File: src/rtl/neopixel_pkg.sv
// neopixel_pkg: shared enums and channel transmit order for the NeoPixel strip controller.
package neopixel_pkg;
    typedef enum logic [1:0] {RED = 2'd0, GREEN = 2'd1, BLUE = 2'd2} color_e;
    typedef enum logic [2:0] {IDLE, START, BIT_HIGH, BIT_LOW, LATCH} ctrl_state_e;
    // WS2812 parts expect green first, then red, then blue
    localparam color_e GRB_ORDER [3] = '{GREEN, RED, BLUE};
endpackage

File: src/rtl/neopixel_strip_ctrl_if.sv
// neopixel_strip_ctrl_if: load/send handshake and serial output of the strip controller.
interface neopixel_strip_ctrl_if #(
    parameter int PIX_W   = 3,
    parameter int COLOR_W = 8
);
    logic [PIX_W-1:0]   pixel_index;
    logic [1:0]         color_index;
    logic [COLOR_W-1:0] color_level;
    logic               load_color;
    logic               send_it;
    logic               neo_data;
    logic               ready_to_load;
    logic               ready_to_send;
    logic               load_error;
    modport master (
        output pixel_index, color_index, color_level, load_color, send_it,
        input  neo_data, ready_to_load, ready_to_send, load_error
    );
    modport slave (
        input  pixel_index, color_index, color_level, load_color, send_it,
        output neo_data, ready_to_load, ready_to_send, load_error
    );
endinterface

File: src/rtl/neopixel_bit_encoder.sv
// neopixel_bit_encoder: shapes one data bit into a T_BIT-cycle high/low one-wire pulse.
module neopixel_bit_encoder #(
    parameter int T_BIT = 63,
    parameter int T0H   = 20,
    parameter int T1H   = 40
) (
    input  logic clock,
    input  logic reset,
    input  logic start,
    input  logic bit_val,
    output logic wave,
    output logic high_done,
    output logic bit_done
);
    localparam int CW = $clog2(T_BIT);
    logic [CW-1:0] cnt;
    logic [CW-1:0] high_len;
    logic          bit_q;
    logic          busy;
    assign high_len  = bit_q ? CW'(T1H) : CW'(T0H);
    assign high_done = busy && cnt == high_len - 1'b1;
    assign bit_done  = busy && cnt == CW'(T_BIT - 1);
    // a start on the bit_done edge chains the next bit with no gap
    always_ff @(posedge clock or posedge reset) begin
        if (reset) begin
            cnt   <= '0;
            bit_q <= 1'b0;
            busy  <= 1'b0;
            wave  <= 1'b0;
        end else if (start) begin
            cnt   <= '0;
            bit_q <= bit_val;
            busy  <= 1'b1;
            wave  <= 1'b1;
        end else if (busy) begin
            cnt  <= bit_done ? '0 : cnt + 1'b1;
            busy <= !bit_done;
            wave <= wave && !high_done;
        end
    end
endmodule

File: src/rtl/neopixel_strip_ctrl.sv
// neopixel_strip_ctrl: frame buffer plus serialiser driving a WS2812-class strip,
// pixel 0 first, channels G/R/B MSB first, followed by a latch interval.
module neopixel_strip_ctrl
    import neopixel_pkg::*;
#(
    parameter int NUM_PIXELS = 8,
    parameter int COLOR_W    = 8,
    parameter int T_BIT      = 63,
    parameter int T0H        = 20,
    parameter int T1H        = 40,
    parameter int T_LATCH    = 2500
) (
    input logic clock,
    input logic reset,
    neopixel_strip_ctrl_if.slave bus
);
    localparam int PIX_W   = NUM_PIXELS > 1 ? $clog2(NUM_PIXELS) : 1;
    localparam int PX_BITS = 3 * COLOR_W;
    localparam int BIT_W   = $clog2(PX_BITS);
    localparam int LAT_W   = $clog2(T_LATCH + 1);

    ctrl_state_e        state, state_nxt;
    logic [COLOR_W-1:0] frame_buf [NUM_PIXELS][3];
    logic [PX_BITS-1:0] shift_reg, pix_word, word_nxt;
    logic [PIX_W-1:0]   pix, pix_nxt;
    logic [BIT_W-1:0]   bit_idx;
    logic [LAT_W-1:0]   latch_cnt;
    logic               load_ok, first, pix_end, last_bit, enc_start;
    logic               wave, high_done, bit_done;

    assign bus.ready_to_load = state == IDLE || state == LATCH;
    assign bus.ready_to_send = state == IDLE;
    assign bus.neo_data      = wave;
    assign load_ok   = bus.load_color && bus.ready_to_load && bus.color_index != 2'd3 &&
                       {1'b0, bus.pixel_index} < (PIX_W + 1)'(NUM_PIXELS);
    assign first     = state == START;
    assign pix_end   = bit_idx == BIT_W'(PX_BITS - 1);
    assign last_bit  = pix_end && pix == PIX_W'(NUM_PIXELS - 1);
    assign enc_start = first || (state == BIT_LOW && bit_done && !last_bit);
    assign pix_nxt   = first ? '0 : pix_end ? pix + 1'b1 : pix;

    // a new pixel is fetched whole, in transmit order, at each pixel boundary
    always_comb begin
        pix_word = '0;
        for (int c = 0; c < 3; c++)
            pix_word[(2 - c) * COLOR_W +: COLOR_W] = frame_buf[pix_nxt][GRB_ORDER[c]];
        word_nxt = (first || pix_end) ? pix_word : shift_reg;
    end

    always_comb begin
        state_nxt = state;
        case (state)
            IDLE:     state_nxt = bus.send_it ? START : IDLE;
            START:    state_nxt = BIT_HIGH;
            BIT_HIGH: state_nxt = high_done ? BIT_LOW : BIT_HIGH;
            BIT_LOW:  state_nxt = bit_done ? (last_bit ? LATCH : BIT_HIGH) : BIT_LOW;
            LATCH:    state_nxt = latch_cnt == LAT_W'(T_LATCH - 1) ? IDLE : LATCH;
            default:  state_nxt = IDLE;
        endcase
    end

    always_ff @(posedge clock or posedge reset) begin
        if (reset) begin
            state          <= IDLE;
            shift_reg      <= '0;
            pix            <= '0;
            bit_idx        <= '0;
            latch_cnt      <= '0;
            bus.load_error <= 1'b0;
            for (int p = 0; p < NUM_PIXELS; p++)
                for (int c = 0; c < 3; c++)
                    frame_buf[p][c] <= '0;
        end else begin
            state          <= state_nxt;
            bus.load_error <= bus.load_color && !load_ok;
            latch_cnt      <= state == LATCH ? latch_cnt + 1'b1 : '0;
            if (load_ok)
                frame_buf[bus.pixel_index][bus.color_index] <= bus.color_level;
            if (enc_start) begin
                shift_reg <= word_nxt << 1;
                pix       <= pix_nxt;
                bit_idx   <= (first || pix_end) ? '0 : bit_idx + 1'b1;
            end
        end
    end

    neopixel_bit_encoder #(.T_BIT(T_BIT), .T0H(T0H), .T1H(T1H)) u_enc (
        .clock     (clock),
        .reset     (reset),
        .start     (enc_start),
        .bit_val   (word_nxt[PX_BITS-1]),
        .wave      (wave),
        .high_done (high_done),
        .bit_done  (bit_done)
    );
endmodule

File: src/flat_wrapper.sv
// flat-port wrapper written by rule: the top's interface ports become plain ports
module neopixel_strip_ctrl_flat import neopixel_pkg::*;
#(
    parameter int NUM_PIXELS = 8,
    parameter int COLOR_W    = 8,
    parameter int T_BIT      = 63,
    parameter int T0H        = 20,
    parameter int T1H        = 40,
    parameter int T_LATCH    = 2500
)
  (clock, reset, bus_pixel_index, bus_color_index, bus_color_level, bus_load_color, bus_send_it, bus_neo_data, bus_ready_to_load, bus_ready_to_send, bus_load_error);
  neopixel_strip_ctrl_if #(.COLOR_W(COLOR_W)) bus_i ();
  input logic clock;
  input logic reset;
  input wire logic [$bits(bus_i.pixel_index)-1:0] bus_pixel_index;
  input wire logic [$bits(bus_i.color_index)-1:0] bus_color_index;
  input wire logic [$bits(bus_i.color_level)-1:0] bus_color_level;
  input wire logic [$bits(bus_i.load_color)-1:0] bus_load_color;
  input wire logic [$bits(bus_i.send_it)-1:0] bus_send_it;
  output wire logic [$bits(bus_i.neo_data)-1:0] bus_neo_data;
  output wire logic [$bits(bus_i.ready_to_load)-1:0] bus_ready_to_load;
  output wire logic [$bits(bus_i.ready_to_send)-1:0] bus_ready_to_send;
  output wire logic [$bits(bus_i.load_error)-1:0] bus_load_error;
  assign bus_i.pixel_index = bus_pixel_index;
  assign bus_i.color_index = bus_color_index;
  assign bus_i.color_level = bus_color_level;
  assign bus_i.load_color = bus_load_color;
  assign bus_i.send_it = bus_send_it;
  assign bus_neo_data = bus_i.neo_data;
  assign bus_ready_to_load = bus_i.ready_to_load;
  assign bus_ready_to_send = bus_i.ready_to_send;
  assign bus_load_error = bus_i.load_error;
  neopixel_strip_ctrl #(.NUM_PIXELS(NUM_PIXELS), .COLOR_W(COLOR_W), .T_BIT(T_BIT), .T0H(T0H), .T1H(T1H), .T_LATCH(T_LATCH)) u_core (.clock(clock), .reset(reset), .bus(bus_i));
endmodule
File: config.mk
export PLATFORM = sky130hd
export DESIGN_NAME = neopixel_strip_ctrl_flat
export DESIGN_NICKNAME = d
export VERILOG_FILES = /design/src/rtl/neopixel_pkg.sv /design/src/rtl/neopixel_strip_ctrl_if.sv /design/src/rtl/neopixel_bit_encoder.sv /design/src/rtl/neopixel_strip_ctrl.sv /design/src/flat_wrapper.sv
export SDC_FILE = /design/constraint.sdc
export NUM_CORES = 1
export LEC_CHECK = 0
export ABC_AREA = 1
export BUFFER_PORTS_ARGS = -buffer_cell sky130_fd_sc_hd__buf_2
export CORE_MARGIN = 4
export CORE_UTILIZATION = 60
export DETAILED_ROUTE_END_ITERATION = 12
export GPL_TIMING_DRIVEN = 0
export HOLD_SLACK_MARGIN = 0.03
export PLACE_DENSITY = 0.77
export REMOVE_ABC_BUFFERS = 1
export SYNTH_ARGS = -nofsm -noshare
export SYNTH_HDL_FRONTEND = slang
export SYNTH_SLANG_ARGS = --single-unit
File: constraint.sdc
create_clock -name clock -period 14.7 [get_ports clock]
set_input_delay 3.675 -clock clock [delete_from_list [all_inputs] [get_ports clock]]
set_output_delay 3.675 -clock clock [all_outputs]
set_load 0.05 [all_outputs]
Word-level counts from Yosys, hierarchy flattened
Cells that the tools add are included.
Widths: inputs -> output; s select.
- logic and storage cells: 104
- register bits: 248
- input port bits: 17
- reduce and logical (&&, ||, !) cells: 20
- multiplexer cells: 27
- eq/ne operators: 10
- magnitude comparators: 5
- bitwise gates (word level): 3
- $add $sub $neg: 5
- operators with widths (operator ; number):
    $bwmux 192 ; 1
    $mux 24 ; 4
    $bmux 24 s3 ; 1
    $demux 24 s3 ; 1
    $mux 6 ; 4
    $demux 8 s2 ; 1
    $mux 3 ; 5
    $pmux 3 s5 ; 1
    $add 12x1->12 const B ; 1
    $eq 12x12->1 const B ; 1
    $mux 12 ; 1
    $logic_and 1x1->1 ; 11
    $ge 4x4->1 const B ; 2
    $mux 8 ; 1
    $not 3->4 ; 2
    $add 6x1->6 const B ; 1
    $eq 3x2->1 const B ; 2
    $eq 3x3->1 const B ; 2
    $eq 6x6->1 ; 1
    $eq 6x6->1 const B ; 1
    $mux 1 ; 6
    $sub 6x1->6 const B ; 1
    $add 5x1->5 const B ; 1
    $eq 5x5->1 const B ; 1
    12 further kinds ; 17

Logic depth before layout (Yosys ltp)
- word-level depth: 8
- depth in mapped cells: 15
- depth with buffers taken out: 14

Hierarchy
A second synthesis with hierarchy kept.
- cells, all modules: 1555
- area total of the unflattened synthesis: 12167.9 µm²
- modules (own cells, without submodules) (module ; cells each ; area an instance (µm²) ; seq. area each (µm²) ; instances):
    neopixel_strip_ctrl ; 1479 ; 11626.2 ; 5980.7 ; 1
    neopixel_bit_encoder ; 76 ; 541.8 ; 225.2 ; 1

Worst setup path before layout
No wires, ideal clock.
- path type: register to output
- start point: reg u_core.state[1]
- end point: out bus_ready_to_send
- arrival: 1565 ps
- setup slack: 9460 ps
- cell stages (with the launch flop): 4
- required time: 11025 ps
- cells stage by stage: dfrtp_1 -> nor2_4 -> inv_1 -> nor2_1
- longest elaborated chain between the ends: 1
- ends and longest elaborated chain (what ; RTL line ; source):
    start, declared ; neopixel_strip_ctrl.sv:22 ; ctrl_state_e state, state_nxt;
    start signal, assigned ; neopixel_strip_ctrl.sv:74 ; state <= state_nxt;
    $logic_not 3->1 ; neopixel_strip_ctrl.sv:32 ; assign bus.ready_to_send = state == IDLE;
    end, declared ; flat_wrapper.sv:22 ; output wire logic [$bits(bus_i.ready_to_send)-1:0] bus_ready_to_send;
Every way passes these cells.

Worst setup path after layout
- start point: reg u_core.state[0]
- end point: out bus_ready_to_send
Same word-level chain as after synthesis.

==> flow_summary.toml <==
[status]
status = "completed"

[synth]
ys_top_cells_by_area = "dfrtp_1, nand2_1, nand3_1"
yosysSeqAreaShare = 0.513
yosys_warnings = 0
ys_types = 34
syn_avg_cell_area_um2 = 7.87
synth_seq_cells = 248
synth_top_cell_by_area = "dfrtp_1"
synth_cells = 1537
syn_area_mm2 = 0.0121
synth_top_area_share = 0.513

[die]
io_pins = 21
row_count = 51
die-area_mm2 = 0.0225
start_util = 0.615
die_h_um = 150
die_width_um = 150
core-area_mm2 = 0.0197

[setup_path]
slowest_delay_ps = 450
cp.required_ps = 11020
crit_fanout = 5
end_kind = "output port"
r2r_setup_slack_ps = 11000
start_kind = "flip-flop"
crit_slowest_cell = "dfrtp_1"
rr_worst_depth = 10
crit_chain = "nor2_4 -> inv_1 -> nor2_1 -> buf_2"
arrival_ps = 1670
worstSetupPathType = "flip-flop to output port"

[global_routing]
grt_pass1_wl_um = 48700
grtUsageTotal = 0.267
antenna_found_initial = 0
grt_pass1_vias = 9525
grt-ovfl-total = 0
grt_max_degree = 132

[clock_network]
cts_sinks = 248
cts_tree = "done"
cts_resized = 0
clkSlewWorstSetupHoldPaths_ps = 60
numCtsBuffers = 27
clk_path_buf_depth = 3
insertion_delay_ps = 520
htree_num_levels = 1
postCtsSetupBuffers = 0
cts-root-buf = "clkbuf_16"
cts_hold_buf = 0

[routing]
post_drt_wl_per_cell_um = 16.1
antenna_left = 0
drt_first_iter_violations = 881
drc_errors = 0
vias = 10001
via_per_inst = 5.62
dr.pass1.iters = 5
drt_wl_total_um = 28700

[sta]
worst_pin_slew_ps = 1220
fmax_mhz = 187
tns_ps = 0
setup_viol = 0
period_needed_ps = 5350
holdWs_ps = 456
slew_violations = 0
grt_setup_unrepaired = "no"
maxSlewHeadroom = 0.186
finClkSkew_ps = 5.66
hold_violations = 0
fin_crit_sh = 0.364

[placement]
hpwl_um = 16600
place.port_buffers = 20
gp_congestion = 0.763

[layout]
antenna_cells = 0
area_growth_pct = 9.27
nets = 1519
layout-drive-gt1-share = 0.0600
largest_reg_flops = 192
num-fill-cells = 1668

[power_and_ir_drop]
p_leak_nw = 6.15
ir_drop_mv = 0.0695
power.density_mw_per_mm2 = 108

[hold_path]
holdCritPathClass = "flip-flop to flip-flop"
hold_path_depth = 1

[run]
maxCapViolCount = 0
worst paths after layout:
path                                           from                     to
worst max-delay path                u_core.state[0]      bus_ready_to_send
worst min-delay path            u_core.latch_cnt[0]    u_core.latch_cnt[0]
worst max register to register      u_core.state[1]   u_core.shift_reg[12]
worst min register to register  u_core.latch_cnt[0]    u_core.latch_cnt[0]
max in group asynchronous                     reset   u_core.frame_buf[72]
min in group asynchronous                     reset  u_core.frame_buf[182]
area by class of cell:
| class | count | area [um2] | share of cell area |
|---|---|---|---|
| clock buffers | 41 | 808 | 0.0612 |
| clock inverters | 8 | 143 | 0.0108 |
| inverters | 211 | 800 | 0.0605 |
| multi-input cells | 982 | 4670 | 0.354 |
| flip-flops and latches | 248 | 6210 | 0.470 |
| well taps | 265 | 332 | 0.0251 |
| repair buffers | 26 | 250 | 0.0189 |
synth_stat cells:
| cell type | number |
|---|---|
| o211ai_1 | 4 |
| nor2_4 | 2 |
| nor3_1 | 12 |
| nor2_1 | 51 |
| nand2_2 | 2 |
| ha_1 | 6 |
| nand3b_1 | 22 |
| o21ai_0 | 209 |
| o21ai_1 | 3 |
| and3_1 | 2 |
| nand4_1 | 14 |
| inv_1 | 205 |
| inv_2 | 6 |
| nand3_2 | 1 |
| nor3_4 | 2 |
| o21ai_2 | 1 |
| nand2_4 | 1 |
| a22oi_1 | 1 |
| buf_4 | 3 |
| o32ai_1 | 1 |
| nand3_4 | 1 |
| buf_1 | 6 |
| nand3_1 | 237 |
| nand2_1 | 341 |
| xnor2_1 | 1 |
| clkbuf_1 | 47 |
| nor3b_2 | 1 |
| buf_2 | 36 |
| a21boi_0 | 1 |
| a21oi_1 | 60 |
| nor2_2 | 3 |
| buf_6 | 4 |
| nor4_1 | 3 |
| dfrtp_1 | 248 |
critical path, delay by kind of cell (launching register included):
kind,cells,cell delay [ps]
and+or+nand+nor,2,340
buffers and inverters,2,370
DFF,1,450
layer usage:
layer  GRT usage  share of wire
met1       0.388           0.46
met2       0.432           0.46
met3      0.0336          0.062
met4      0.0631          0.021
met5           0              0
cells by family after synthesis:
logic type,Yosys count,share of synthesized area
AND/OR/NAND/NOR,695,0.260
buffers and inverters,307,0.102
AO/OA/AOI/OAI,280,0.118
flip-flops,248,0.513
adder cells (fa/ha/maj),6,0.00621
XOR/XNOR,1,0.000724
where the power goes:
group,internal [mW],total [mW],switching (mW)
clock network,0.447,0.714,0.267
logic,0.00297,0.0299,0.0270
registers,0.683,0.683,0.0000219
stage by stage:
| step | total power, mW | instance area, um2 | setup slack, ps | cells | utilization |
|---|---|---|---|---|---|
| final | 1.43 | 13200 | 9350 | 1781 | 0.672 |
| after global routing | 1.47 | 13200 | 9240 | 1781 | 0.672 |
| after CTS | 1.44 | 13200 | 9320 | 1781 | 0.672 |
| after detailed placement | 0.726 | 12300 | 9060 | 1732 | 0.624 |
| after global placement | 0.725 | 12100 | 1460 | 1726 | 0.614 |
| after floorplan | 0.712 | 11600 | 4210 | 1441 | - |
cells in the final DEF (no fill, tap or decap), types with 8 or more instances in the layout:
cell and count:
nand2_1 341, nand3_1 236, inv_1 204, clkbuf_8 8, a21oi_1 60, nand4_1 14, nand3b_1 22, nor3_1 12
buf_2 20, o21ai_0 209, nor2_1 51, clkbuf_16 27, dfrtp_1 248
Note: power is estimated with default switching activity, not from simulation.
